**config.mk**
```make
export PLATFORM = sky130hd
export DESIGN_NAME = data_sram_if
export DESIGN_NICKNAME = d
export VERILOG_FILES = /design/src/rtl/data_sram_if.sv
export SDC_FILE = /design/constraint.sdc
export NUM_CORES = 1
export LEC_CHECK = 0
export BUFFER_PORTS_ARGS = -buffer_cell sky130_fd_sc_hd__buf_2
export CELL_PAD_IN_SITES_DETAIL_PLACEMENT = 1
export CELL_PAD_IN_SITES_GLOBAL_PLACEMENT = 2
export CORE_ASPECT_RATIO = 1.25
export CORE_MARGIN = 8
export CORE_UTILIZATION = 20
export CTS_CLUSTER_DIAMETER = 80
export DETAILED_ROUTE_END_ITERATION = 16
export GPL_ROUTABILITY_DRIVEN = 0
export GPL_TIMING_DRIVEN = 0
export HOLD_SLACK_MARGIN = 0.02
export PLACE_DENSITY_LB_ADDON = 0.15
export SLEW_MARGIN = 20
export SYNTH_ARGS = -nofsm -noshare
export SYNTH_HDL_FRONTEND = slang
export SYNTH_SLANG_ARGS = --single-unit
```
**constraint.sdc**
```tcl
create_clock -name clk -period 2 [get_ports clk]
set_input_delay 0.1 -clock clk [delete_from_list [all_inputs] [get_ports clk]]
set_output_delay 0.1 -clock clk [all_outputs]
set_load 0.01 [all_outputs]
```
**src/rtl/data_sram_if.sv**
```systemverilog
// Data-side SRAM interface: handshaked issue, in-order tracking FIFO, load extension,
// store lane generation, misalignment detection and flush. Optional DATA_SRAM_IF_PERF_EN adds perf counters.
module data_sram_if #(
  parameter int unsigned ADDR_W = 32,
  parameter int unsigned DEPTH  = 2
) (
  input  logic              clk,
  input  logic              rst,
  input  logic              req_valid,
  input  logic              req_wr,
  input  logic [2:0]        req_sel,
  input  logic [ADDR_W-1:0] req_addr,
  input  logic [31:0]       req_wdata,
  output logic              req_ready,
  input  logic              flush,
  output logic              stall,
  output logic              adel,
  output logic              ades,
  output logic [ADDR_W-1:0] badvaddr,
  output logic              rsp_valid,
  output logic              rsp_wr,
  output logic [31:0]       rsp_rdata,
  output logic              data_sram_req,
  output logic              data_sram_wr,
  output logic [1:0]        data_sram_size,
  output logic [3:0]        data_sram_wstrb,
  output logic [ADDR_W-1:0] data_sram_addr,
  output logic [31:0]       data_sram_wdata,
  input  logic              data_sram_addr_ok,
  input  logic [31:0]       data_sram_rdata,
  input  logic              data_sram_data_ok
`ifdef DATA_SRAM_IF_PERF_EN
  ,
  output logic [31:0]       perf_req_cnt,
  output logic [31:0]       perf_stall_cnt
`endif
);

  localparam int unsigned PTR_W = (DEPTH > 1) ? $clog2(DEPTH) : 1;
  localparam int unsigned CNT_W = PTR_W + 1;
  localparam logic [CNT_W-1:0] DEPTH_CNT = CNT_W'(DEPTH);

  localparam logic [1:0] SZ_BYTE = 2'd0;
  localparam logic [1:0] SZ_HALF = 2'd1;
  localparam logic [1:0] SZ_WORD = 2'd2;

  // Tracking FIFO: one entry per access accepted by memory, oldest at rd_ptr
  logic             ent_wr     [DEPTH];
  logic [2:0]       ent_sel    [DEPTH];
  logic [1:0]       ent_off    [DEPTH];
  logic             ent_cancel [DEPTH];
  logic [PTR_W-1:0] wr_ptr;
  logic [PTR_W-1:0] rd_ptr;
  logic [CNT_W-1:0] count;

  logic [1:0] acc_size;
  logic       misaligned;
  logic [3:0] store_strb;
  logic       push;
  logic       pop;
  logic       rsp_fire;

  function automatic logic [31:0] load_ext(input logic [2:0]  sel,
                                           input logic [1:0]  off,
                                           input logic [31:0] word);
    logic [7:0]  b;
    logic [15:0] h;
    logic [31:0] r;
    b = word[{off, 3'b000} +: 8];
    h = off[1] ? word[31:16] : word[15:0];
    case (sel)
      3'b001:  r = {{16{h[15]}}, h};
      3'b010:  r = {16'h0000, h};
      3'b011:  r = {{24{b[7]}}, b};
      3'b100:  r = {24'h00_0000, b};
      default: r = word;
    endcase
    return r;
  endfunction

  // Access decode, misalignment and issue handshake
  always_comb begin
    acc_size = SZ_WORD;
    case (req_sel)
      3'b001, 3'b010: acc_size = SZ_HALF;
      3'b011, 3'b100: acc_size = SZ_BYTE;
      default:        acc_size = SZ_WORD;
    endcase

    misaligned = ((acc_size == SZ_HALF) && req_addr[0]) ||
                 ((acc_size == SZ_WORD) && (req_addr[1:0] != 2'b00));

    data_sram_req = req_valid & ~misaligned & ~flush & ~rst & (count < DEPTH_CNT);
    push          = data_sram_req & data_sram_addr_ok;
    req_ready     = push | (req_valid & misaligned);
    stall         = req_valid & ~req_ready;

    adel     = req_valid & misaligned & ~req_wr;
    ades     = req_valid & misaligned & req_wr;
    badvaddr = (adel | ades) ? req_addr : '0;

    pop      = data_sram_data_ok & (count != '0);
    rsp_fire = pop & ~ent_cancel[rd_ptr] & ~flush;
  end

  // Memory-side request fields
  always_comb begin
    store_strb = 4'b1111;
    data_sram_wdata = req_wdata;
    case (acc_size)
      SZ_BYTE: begin
        store_strb      = 4'b0001 << req_addr[1:0];
        data_sram_wdata = {4{req_wdata[7:0]}};
      end
      SZ_HALF: begin
        store_strb      = req_addr[1] ? 4'b1100 : 4'b0011;
        data_sram_wdata = {2{req_wdata[15:0]}};
      end
      default: begin
        store_strb      = 4'b1111;
        data_sram_wdata = req_wdata;
      end
    endcase
    data_sram_wr    = req_wr;
    data_sram_size  = acc_size;
    data_sram_wstrb = req_wr ? store_strb : 4'b0000;
    data_sram_addr  = req_addr & ~ADDR_W'(3);
  end

  // FIFO state; flush marks every in-flight entry so its data_ok is swallowed
  always_ff @(posedge clk) begin
    if (rst) begin
      wr_ptr <= '0;
      rd_ptr <= '0;
      count  <= '0;
      for (int i = 0; i < int'(DEPTH); i++) begin
        ent_wr[i]     <= 1'b0;
        ent_sel[i]    <= 3'b000;
        ent_off[i]    <= 2'b00;
        ent_cancel[i] <= 1'b0;
      end
    end else begin
      if (flush) begin
        for (int i = 0; i < int'(DEPTH); i++) begin
          ent_cancel[i] <= 1'b1;
        end
      end
      if (push) begin
        ent_wr[wr_ptr]     <= req_wr;
        ent_sel[wr_ptr]    <= req_sel;
        ent_off[wr_ptr]    <= req_addr[1:0];
        ent_cancel[wr_ptr] <= 1'b0;
        wr_ptr             <= wr_ptr + PTR_W'(1);
      end
      if (pop) begin
        rd_ptr <= rd_ptr + PTR_W'(1);
      end
      count <= count + CNT_W'(push) - CNT_W'(pop);
    end
  end

  // Registered response, one cycle after the pop
  always_ff @(posedge clk) begin
    if (rst) begin
      rsp_valid <= 1'b0;
      rsp_wr    <= 1'b0;
      rsp_rdata <= 32'h0;
    end else begin
      rsp_valid <= rsp_fire;
      rsp_wr    <= rsp_fire & ent_wr[rd_ptr];
      rsp_rdata <= (rsp_fire && !ent_wr[rd_ptr]) ?
                   load_ext(ent_sel[rd_ptr], ent_off[rd_ptr], data_sram_rdata) : 32'h0;
    end
  end

`ifdef DATA_SRAM_IF_PERF_EN
  always_ff @(posedge clk) begin
    if (rst) begin
      perf_req_cnt   <= 32'h0;
      perf_stall_cnt <= 32'h0;
    end else begin
      if (push) begin
        perf_req_cnt <= perf_req_cnt + 32'd1;
      end
      if (stall) begin
        perf_stall_cnt <= perf_stall_cnt + 32'd1;
      end
    end
  end
`endif

endmodule

```
==> reports/results.tsv <==
stage	metric	value	unit
logic_synthesis	yosys warns	0	
logic_synthesis	post-synthesis register bit count	53	
global_route	first-pass GRT wire length	24900	µm
status	status	finished, final reports clean	
logic_synthesis	top cells by area, synth	dfxtp_1 (22%), edfxtp_1 (9.8%), buf_4 (9.2%)	
drt	Post-Route WL	16200	µm
critical_path	crit path capture type	flip-flop	
clocking	clk_lat worst skew	0.30	ns
placed_design	Placed Area	5180	µm²
logic_synthesis	register area share after synthesis	0.322	
sta	Final Critical Period	1.92	ns
final_layout	Finished Core Util	0.310	
floorplanning	Die X	137	µm
drt	DR iter-0 viols	107	
logic_synthesis	Post-synth EDFFs	12	
clocking	H-Tree Depth	2	
pwr	Tot Pwr	3.82	mW
critical_path	R2R setup slack	0.08	ns
drt	Avg Vias per Cell	4.40	
floorplanning	Die Y-Extent	167	µm
min_path	WHS Endpoint	rsp_rdata[29]	
critical_path	Worst Path Arrival	2.14	ns
logic_synthesis	area leader, netlist	dfxtp_1	
pwr	PD cells	684	nW/µm²
sta	Rel. slew slack	0.525	
sta	Setup-failing EPs final	0	
logic_synthesis	Cells after Synth	396	
logic_synthesis	synthesized area	3670	µm²
pwr	Leak Pwr	3.03	nW
clocking	Longest Clk Path Bufs	2	
final_layout	final instance area	5580	µm²
clocking	Sink Count	53	
placed_design	placed cell count	869	
critical_path	FF-to-FF path depth	8	
critical_path	required time of the critical path	2.23	ns
drt	DR vias	3929	
placed_design	IO Port Bufs	244	
floorplanning	FP Rows	55	
logic_synthesis	Synth Area per Inst	9.26	µm²
global_route	GRT Overall Usage	0.137	
final_layout	multi-input logic area	2070	µm²
sta	Final Max Tran Viols	0	
sta	slew of the pin with the lowest slew margin	0.707	ns
sta	ratio of final minimum period to clock period	0.959	
sta	WHS	0.0319	ns
final_layout	Final nets	770	
floorplanning	core area	18000	µm²
sta	Setup Skew	0.0101	ns
logic_synthesis	post-synth top area share	0.224	
sta	Sum Neg Setup Slack	0	ns
global_route	overflow left after global routing	0	
logic_synthesis	Async S/R FF share, synth	0	
floorplanning	Die Area	23000	µm²
drt	Initial DRT Pass Iterations	4	
sta	final setup margin	0.0823	ns
min_path	min-delay src	data_sram_rdata[29]	
sta	Max Clk Rate	521	MHz
pwr	IR drop worst, VDD	0.303	mV
drt	wire per inst	18.2	µm
global_route	number of global-route vias before repair	4540	
global_route	pin count of the biggest net entering global routing	17	
clocking	clock-pin slew on the worst setup and hold paths	0.07	ns
clocking	Root Driver	clkbuf_16	
run	maximum capacitance violations	0	
sta	RSZ-0062 raised after global routing	true	
logic_synthesis	main flop type after synthesis	dfxtp_1	
critical_path	CP Class	flip-flop to flip-flop	
sta	Final Hold Violating Endpoints	0	
clocking	total clock buffers created by CTS	5	
drt	Post-DRT Antenna Nets	0	
min_path	Hold Crit Depth	2	
critical_path	CP Launch Type	flip-flop	
min_path	Hold Crit Class	input port to flip-flop	
floorplanning	I/O pin count	248	
final_layout	Area Growth Syn to Fin	52.2	%
clocking	CTS tree	yes	
drt	drc violations	0	
global_route	initial antenna violation count	2	
final_layout	fin cells	892	
floorplanning	starting density of the core	0.203	
final_layout	Filler cells	2189	
placed_design	hpwl dp	13800	µm
final_layout	share of cells above drive strength 1	0.551	
logic_synthesis	Cell variety after synth	60	
placed_design	pre-CTS setup slack	-0.352	ns
critical_path	r2r endpoint	rsp_rdata[15]	
final_layout	Sequential Area	1180	µm²
critical_path	CP max FO	10	
[logic make-up after synthesis]
kind of cell,share of synthesized area
other cells,0.00102
simple gates,0.181
xor+xnor,0.0191
flops,0.322
compound gates,0.209
buf+inv,0.144
fa+ha+maj,0.00955
mux,0.114
[layout make-up]
type / count / area share
antenna: 1 / 0.000448
buffer: 64 / 0.0825
clock buffer: 6 / 0.0249
clock inverter: 2 / 0.00247
inverter: 16 / 0.0108
multi-input combinational: 262 / 0.371
sequential: 53 / 0.212
tap: 228 / 0.0511
timing repair buffer: 260 / 0.245
[layer usage]
metal  wire length (µm)  global-route usage  vias to the layer above
li1                   -                   -                     1910
met4                198              0.0331                        2
met1               5760               0.134                     1823
met3               1890              0.0620                       12
met5                 12                   0                        -
met2               8350               0.254                      182
[worst max path at each step]
stage | endpoint | slack [ns] | cells past startpoint
floorplan | count[1] | 0.02 | 12
global placement | count[1] | -0.31 | 13
detailed placement | count[1] | -0.35 | 13
CTS | count[1] | 0.006 | 13
global route | rsp_rdata[6] | -0.02 | 9
finish | rsp_rdata[15] | 0.08 | 8
[sequential cells by signal (all words and copies together), names as in the netlist, named ones only]
| signal | cells |
|---|---|
| ent_cancel | 2 |
| rd_ptr | 1 |
| wr_ptr | 1 |
| ent_sel | 6 |
| rsp_wr | 1 |
| rsp_valid | 1 |
| count | 2 |
| ent_off | 4 |
| rsp_rdata | 32 |
| ent_wr | 2 |
[critical path: stages (launching register included)]
cell,delay (ns)
dfxtp_1,0.33
buf_6,0.13
buf_6,0.18
mux2i_4,0.26
buf_12,0.15
mux2_2,0.36
nand2b_4,0.14
buf_6,0.15
o211ai_2,0.13
[synthesized netlist by cell type, types with 11 or more instances]
library cell,number
nand2_1,12
and2_1,12
edfxtp_1,12
a21o_1,25
dfxtp_1,41
and3_1,34
mux2i_1,12
buf_4,45
nor2_1,23
inv_1,15
mux2_2,11
[placed cells by master, fill, tap and decap left out, types with 12 or more instances in the layout]
cell type    n
buf_4       56
and2_1      12
a21o_1      25
buf_2      247
and3_1      34
mux2i_1     12
inv_1       13
nor2_1      21
dfxtp_1     41
edfxtp_1    12
[repair_timing]
| action | 4_1_cts | 5_1_grt |
|---|---|---|
| endpoints found under the setup margin | 28 | 34 |
| pin swaps | 2 | 4 |
| buffers inserted | 7 | 4 |
| hold endpoints to repair | 5 | 0 |
| resized for setup | 6 | 18 |
| hold buffers | 5 | 0 |
[power breakdown]
part	switching (mW)	total, mW	internal, mW
logic	0.893	1.69	0.799
registers	0.0561	1.22	1.17
clock network	0.405	0.904	0.499
Note: power is estimated with default switching activity, not from simulation.
